`src/rtl/deslocamento_iterativo.sv`:
```
`default_nettype none
// ============================================================================
// Module      : deslocamento_iterativo
// Description : Multi-cycle shifter (SLL/SRL/SRA/ROR). A request is captured
//               in IDLE and then shifted by at most STEP bits per clock. The
//               result is held in DONE until the consumer accepts it.
// Revision    : 1.0 - initial release
// ============================================================================
module deslocamento_iterativo #(
    parameter int WIDTH = 64,
    parameter int STEP  = 8,
    localparam int NW   = $clog2(WIDTH)
) (
    input  logic             clk,
    input  logic             reset_n,
    input  logic             flush,
    input  logic             in_valid,
    output logic             in_ready,
    input  logic [1:0]       shift,
    input  logic [WIDTH-1:0] entrada,
    input  logic [NW-1:0]    n,
    output logic [WIDTH-1:0] saida,
    output logic             out_valid,
    input  logic             out_ready,
    output logic             busy
);

    // Shift-mode encoding
    localparam logic [1:0] MODE_SLL = 2'b00;
    localparam logic [1:0] MODE_SRL = 2'b01;
    localparam logic [1:0] MODE_SRA = 2'b10;
    localparam logic [1:0] MODE_ROR = 2'b11;

    // One extra bit so STEP == WIDTH is representable in the chunk compare
    localparam logic [NW:0] STEP_W  = (NW+1)'(STEP);
    localparam logic [NW:0] WIDTH_W = (NW+1)'(WIDTH);

    typedef enum logic [1:0] {
        IDLE = 2'd0,
        BUSY = 2'd1,
        DONE = 2'd2
    } state_t;

    state_t             state;
    logic [1:0]         mode;
    logic [WIDTH-1:0]   work;
    logic [NW-1:0]      rem;
    logic               valid_q;
    logic               ready_q;
    logic               busy_q;

    logic [NW:0]        step_k;
    logic [NW:0]        rot_amt;
    logic [WIDTH-1:0]   next_work;

    // Chunk size k = min(STEP, remaining) and the working register after one chunk
    always_comb begin
        step_k    = ({1'b0, rem} < STEP_W) ? {1'b0, rem} : STEP_W;
        rot_amt   = WIDTH_W - step_k;
        next_work = work;
        case (mode)
            MODE_SLL: next_work = work << step_k;
            MODE_SRL: next_work = work >> step_k;
            MODE_SRA: next_work = $signed(work) >>> step_k;
            MODE_ROR: next_work = (work >> step_k) | (work << rot_amt);
            default:  next_work = work;
        endcase
    end

    // Control FSM with registered handshake outputs; flush overrides everything
    always_ff @(posedge clk or negedge reset_n) begin
        if (!reset_n) begin
            state   <= IDLE;
            mode    <= MODE_SLL;
            work    <= '0;
            rem     <= '0;
            valid_q <= 1'b0;
            ready_q <= 1'b1;
            busy_q  <= 1'b0;
        end else if (flush) begin
            state   <= IDLE;
            work    <= '0;
            rem     <= '0;
            valid_q <= 1'b0;
            ready_q <= 1'b1;
            busy_q  <= 1'b0;
        end else begin
            case (state)
                IDLE: begin
                    if (in_valid) begin
                        mode    <= shift;
                        work    <= entrada;
                        rem     <= n;
                        ready_q <= 1'b0;
                        busy_q  <= 1'b1;
                        if (n == '0) begin
                            state   <= DONE;
                            valid_q <= 1'b1;
                        end else begin
                            state   <= BUSY;
                        end
                    end
                end
                BUSY: begin
                    work <= next_work;
                    rem  <= rem - step_k[NW-1:0];
                    if ({1'b0, rem} == step_k) begin
                        state   <= DONE;
                        valid_q <= 1'b1;
                    end
                end
                DONE: begin
                    // No accept on the release edge: in_ready only returns afterwards
                    if (out_ready) begin
                        state   <= IDLE;
                        work    <= '0;
                        valid_q <= 1'b0;
                        ready_q <= 1'b1;
                        busy_q  <= 1'b0;
                    end
                end
                default: begin
                    state   <= IDLE;
                    work    <= '0;
                    rem     <= '0;
                    valid_q <= 1'b0;
                    ready_q <= 1'b1;
                    busy_q  <= 1'b0;
                end
            endcase
        end
    end

    assign in_ready  = ready_q;
    assign out_valid = valid_q;
    assign busy      = busy_q;
    // The partially shifted working value never leaks out before the result is ready
    assign saida     = valid_q ? work : '0;

endmodule
`default_nettype wire
```
`config.mk`:
```
export PLATFORM = sky130hd
export DESIGN_NAME = deslocamento_iterativo
export DESIGN_NICKNAME = d
export VERILOG_FILES = /design/src/rtl/deslocamento_iterativo.sv
export SDC_FILE = /design/constraint.sdc
export NUM_CORES = 1
export LEC_CHECK = 0
export ABC_CLOCK_PERIOD_IN_PS = 7300
export CAP_MARGIN = 0
export CORE_MARGIN = 3
export CORE_UTILIZATION = 45
export DETAILED_ROUTE_END_ITERATION = 12
export PLACE_DENSITY_LB_ADDON = 0.05
export SYNTH_ARGS = -nofsm -noshare
export SYNTH_HDL_FRONTEND = slang
export SYNTH_SLANG_ARGS = --single-unit
```
`constraint.sdc`:
```
create_clock -name clk -period 7.3 [get_ports clk]
set_clock_uncertainty 0.15 [all_clocks]
set_input_delay 1.825 -clock clk [delete_from_list [all_inputs] [get_ports clk]]
set_output_delay 1.825 -clock clk [all_outputs]
set_load 0.01 [all_outputs]
```
Word-level counts from Yosys, hierarchy flattened
Cells that the tools add are included.

cells by class
  add/sub/neg operators = 2
  $lt $le $gt $ge = 1
  equal/unequal tests = 12
  shift operators = 4
  muxes and demuxes = 29
  bitwise operators = 2
  reductions and logical operators = 9

operator list
  cell                 count
  $mux 64              4
  $pmux 64 s4          1
  $pmux 64 s3          1
  $or 64x64->64        1
  $shl 64x6->64        1
  $shl 64x7->64        1
  $shr 64x6->64        1
  $sshr 64x6->64       1
  $mux 6               3
  $pmux 6 s3           1
  $ne 3x3->1 const B   4
  $mux 1               10
  $mux 2               5
  $pmux 1 s3           3
  $reduce_and 3->1     3
  $sub 7x6->7 const A  1
  $eq 2x2->1 const B   3
  $eq 6x6->1           1
  $logic_not 6->1      1
  $lt 6x4->1 const B   1
  $pmux 2 s3           1
  $sub 6x6->6          1
  $eq 2x1->1 const B   2
  $logic_not 2->1      2
  4 further kinds      6

word-level totals
  flip-flop bits (word level) = 77
  output and inout port bits = 67
  logic and storage cells = 66

Depth between registers and ports, before layout
  word-level depth = 8
  gate-level depth with buffers = 17
  mapped depth without buffers = 9

Least setup slack after synthesis
No wires, ideal clock.

  path type = register to register
  start = register rem[5]
  end = register work[63]
  setup time = 138 ps
  arrival time = 3,549 ps
  required time = 7,012 ps
  path slack = 3,463 ps
  stages on the path, launching flop included = 16
  path buffers = 7
  period minus slack after synthesis = 3,837 ps
  cells stage by stage = dfrtp_1 buf_2 nor4b_2 buf_4 inv_2 buf_2 buf_2 buf_2 ha_1 buf_1 xnor2_2 buf_6 mux2i_1 mux4_2 a211oi_1 o221ai_1

between the ends
  word-level cells in the longest chain between the ends = 8
  elaborated cells on any way between the ends = 11

ends and longest elaborated chain
  element                 line  source
  start, declared         47    logic [NW-1:0] rem;
  start signal, assigned  93    rem <= n;
  start signal, assigned  106   rem <= rem - step_k[NW-1:0];
  $lt 6x4->1              58    step_k = ({1'b0, rem} < STEP_W) ? {1'b0, rem} : STEP_W;
  $mux 6 *                58
  $sub 7x6->7             59    rot_amt = WIDTH_W - step_k;
  $shl 64x7->64           65    MODE_ROR: next_work = (work >> step_k) | (work << rot_amt);
  $or 64x64->64           65
  $pmux 64 s4 *           61    case (mode)
  $pmux 64 s3 *           88    case (state)
  $mux 64 *               80    end else if (flush) begin
  end signal, assigned    92    work <= entrada;
  end signal, assigned    105   work <= next_work;
  end, declared           46    logic [WIDTH-1:0] work;

Mark *: on every way between the ends. The rest lies on a longest branch, timed or not.
A chain may end at the register's enable or synchronous reset.

Final worst setup path
  start = input flush
  end = register work[45]

between the ends
  word-level cells in the longest chain between the ends = 2
  elaborated cells on any way between the ends = 4

ends and longest elaborated chain
  element                     line  source
  start, declared             16    input logic flush,
  $ne 3x3->1 (no line)        n/a
  $reduce_and 2->1 (no line)  n/a

Parallel ways exist; a longest one is shown, timed or not.

==> impl_results.md <==
* H-tree depth at 3
* DR pass1 iterations at 7
* Clock network power share at 0.075
* Total power at 7.53 mW
* P_leak at 5.42 nW
* Worst-margin pin slew at 1100 ps
* Synthesized area per cell at 7.60 µm²
* Final layout net count at 1717
* Post-Route WL at 61200 µm
* Setup tns final at 0 ps
* Sw Share at 0.593
* Comb pwr share at 0.744
* Synthesized area at 0.0127 mm²
* Post-CTS Hold Buffers at 0
* TritonCTS Sinks at 77
* Max stage delay cell, worst path: nand3_4
* CTS Buffer Depth at 2
* Global-route wire length before repair at 91200 µm
* Min-delay worst type: flop to flop
* Vias/cell at 7.30
* TritonCTS Buffers at 9
* Top FF cell, synth: dfrtp_1
* Post-synthesis sequential area ratio at 0.152
* Final WS setup at 2650 ps
* Post-route minimum period at 4650 ps
* Via count at 14700
* Die Span Y at 174 µm
* Root Buffer: clkbuf_16
* Synth top area share at 0.162
* Post-CTS Resized at 0
* Outcome: complete, no violations
* Worst vdd ir at 334 µV
* Total Routing Usage GR at 0.389
* Worst skew pair latency at 360 ps
* Setup WS pre-CTS at 2320 ps
* Synth area leader: mux2i_1
* Number of synthesized flops with an enable pin at 0
* Largest net degree at the start of global routing at 108
* Routed Antenna Nets at 0
* Critical path startpoint: flush
* Max Slew Vio Count at 0
* # rows at 60
* Kind of critical path: primary input to flop
* Core area at 0.0273 mm²
* Die X at 174 µm
* Hold_ws at 367 ps
* Initial core utilization at 0.465
* # setup viols final at 0
* Period utilization at 0.637
* Post-synthesis cell type count at 87
* Clock-pin slew of the registers on the worst-case setup and hold paths at 70 ps
* Pwr per Cell Area at 526 mW/mm²
* Synth warnings at 0
* Hold wc startpoint: in_ready
* GPL Wtd Cong at 0.994
* CP max stage delay at 830 ps
* Layout cells sized above 1 at 0.103
* Int Power at 3.06 mW
* Die Footprint at 0.0303 mm²
* Filler Cells Inserted at 2756
* WL/cell at 30.4 µm
* CP cell instances: clkdlybuf4s50_1 -> nor2_1 -> nand3_4 -> nand3_1 -> a21boi_0 -> nand3_1 -> o31a_1
* Most common cell in the netlist: mux2i_1
* Slew HR at 0.265
* Area Growth Syn to Fin at 12.7%
* Gate count after technology mapping at 1671
* Drt drc at 0
* Top post-synthesis cells by area: mux2i_1, dfrtp_1, mux4_2
* Fmax at 215 MHz
* Port Buffers at 143
* Flop pwr share at 0.181
* Critical path arrival at 4740 ps
* Fin util at 0.524
* CTS tree: built
* Num ports at 144
* Req. time, crit path at 7390 ps
* Remaining Overflow, GRT at 0
* Final HPWL from detailed placement at 40900 µm
* Async S/R FF share, synth at 1.00
* N_diodes at 0
* RSZ-0062 raised after global routing: false
* Vias in the first global route at 13500
* Synthesized flop and latch total at 77
* Worst r2r src: rem[1]
* CP Buf/Inv Count at 1
* Crit. End Element: flop
* Initial DRC Count at 2680
* Setup repair bufs after CTS at 0
* Post-Syn Nets at 1750
* Sw power at 4.47 mW
* Initial antenna violation count at 0
* Hold Fails Final Rpt at 0
* Max Fanout on Critical Path at 69
* CP dominant cell by count: nand3_1
* Leading cell types by count after synthesis: mux2i_1, nand2_1, nor2_1
* Top delay family on crit path: simple AND/OR/NAND/NOR gates
* Crit path launch type: primary input
* Max Cap Viol at 0
==> kinds of logic (layout without fill, tap and decap cells) <==
group	after synthesis	count (layout)	share of synthesized area
XOR/XNOR	3	3	0.00325
buffers and inverters	236	208	0.0837
multiplexers	284	284	0.272
AO/OA/AOI/OAI	498	498	0.273
other	1	1	0.000295
adder cells (fa/ha/maj)	2	2	0.00197
flip-flops	77	77	0.152
AND/OR/NAND/NOR	570	570	0.214
==> state kept, by name (all words and copies together) (netlist names) <==
register   count
rem            6
busy           1
out_valid      1
mode           2
work          64
in_ready       1
state          2
==> cells in the final DEF (no fill, tap or decap), types with 10 or more instances in the layout <==
cell and n:
mux2i_1 205, nor2b_1 15, o21ai_1 13, o31ai_1 10, clkdlybuf4s50_1 142, nand3_1 59, o22ai_1 27, a221o_1 12
nand2b_1 14, o211ai_1 14, nor2_1 137, mux2_2 30, o221ai_1 21, a211o_1 18, buf_4 38, a21oi_1 127
nor3_1 23, o21ai_0 52, mux4_2 45, and2_1 73, a31oi_1 23, a221oi_1 24, dfrtp_1 72, nand2_1 196
a211oi_1 39
==> worst reg2reg max path, cell delays in order, from the launching register on <==
cell and delay [ps]:
dfrtp_4 720, nor4b_4 380, inv_4 260, ha_2 900, buf_4 390, nor2b_1 80
a211oi_1 180, o21ai_1 150, a221oi_1 460, nand3_1 180, o2bb2ai_1 160
==> layout make-up <==
| class | instances | area (µm²) | area share |
|---|---|---|---|
| flip-flops and latches | 77 | 1940 | 0.135 |
| multi-input cells | 1358 | 9790 | 0.684 |
| clock buffers | 13 | 280 | 0.0196 |
| repair buffers | 181 | 1730 | 0.121 |
| inverters | 11 | 43.8 | 0.00306 |
| clock inverters | 3 | 65.1 | 0.00455 |
| well taps | 372 | 465 | 0.0325 |
==> metal layers <==
layer	vias up	part of all wire	global-route usage
met2	1267	0.41	0.542
met4	0	0.052	0.160
met1	7015	0.40	0.563
met5	-	0	0
met3	228	0.14	0.108
li1	6209	-	-
==> power by group through the flow <==
stage	Clock (mW)	Sequential, mW	Combinational (mW)
6_report	0.565	1.36	5.60
5_1_grt	0.578	1.38	5.88
4_1_cts	0.561	1.32	5.39
3_5_place_dp	0	1.32	5.37
3_3_place_gp	0	1.32	5.35
2_1_floorplan	0	0.711	4.15
==> final timing paths <==
kind | endpoint | slack, ps | cells after the start
hold / removal | in_ready | 370 | 2
setup / recovery | work[45] | 2650 | 7
max in group asynchronous | rem[1] | 4570 | 2
min in group asynchronous | work[52] | 1350 | 1
hold reg to reg | in_ready | 370 | 2
setup reg to reg | work[52] | 3170 | 10
==> stage by stage <==
| step | instances | area (µm²) |
|---|---|---|
| after floorplan | 1671 | 12700 |
| after global placement | 1999 | 14000 |
| after detailed placement | 1999 | 14000 |
| after CTS | 2015 | 14300 |
| after global routing | 2015 | 14300 |
| final | 2015 | 14300 |
Note: power is estimated with default switching activity, not from simulation.
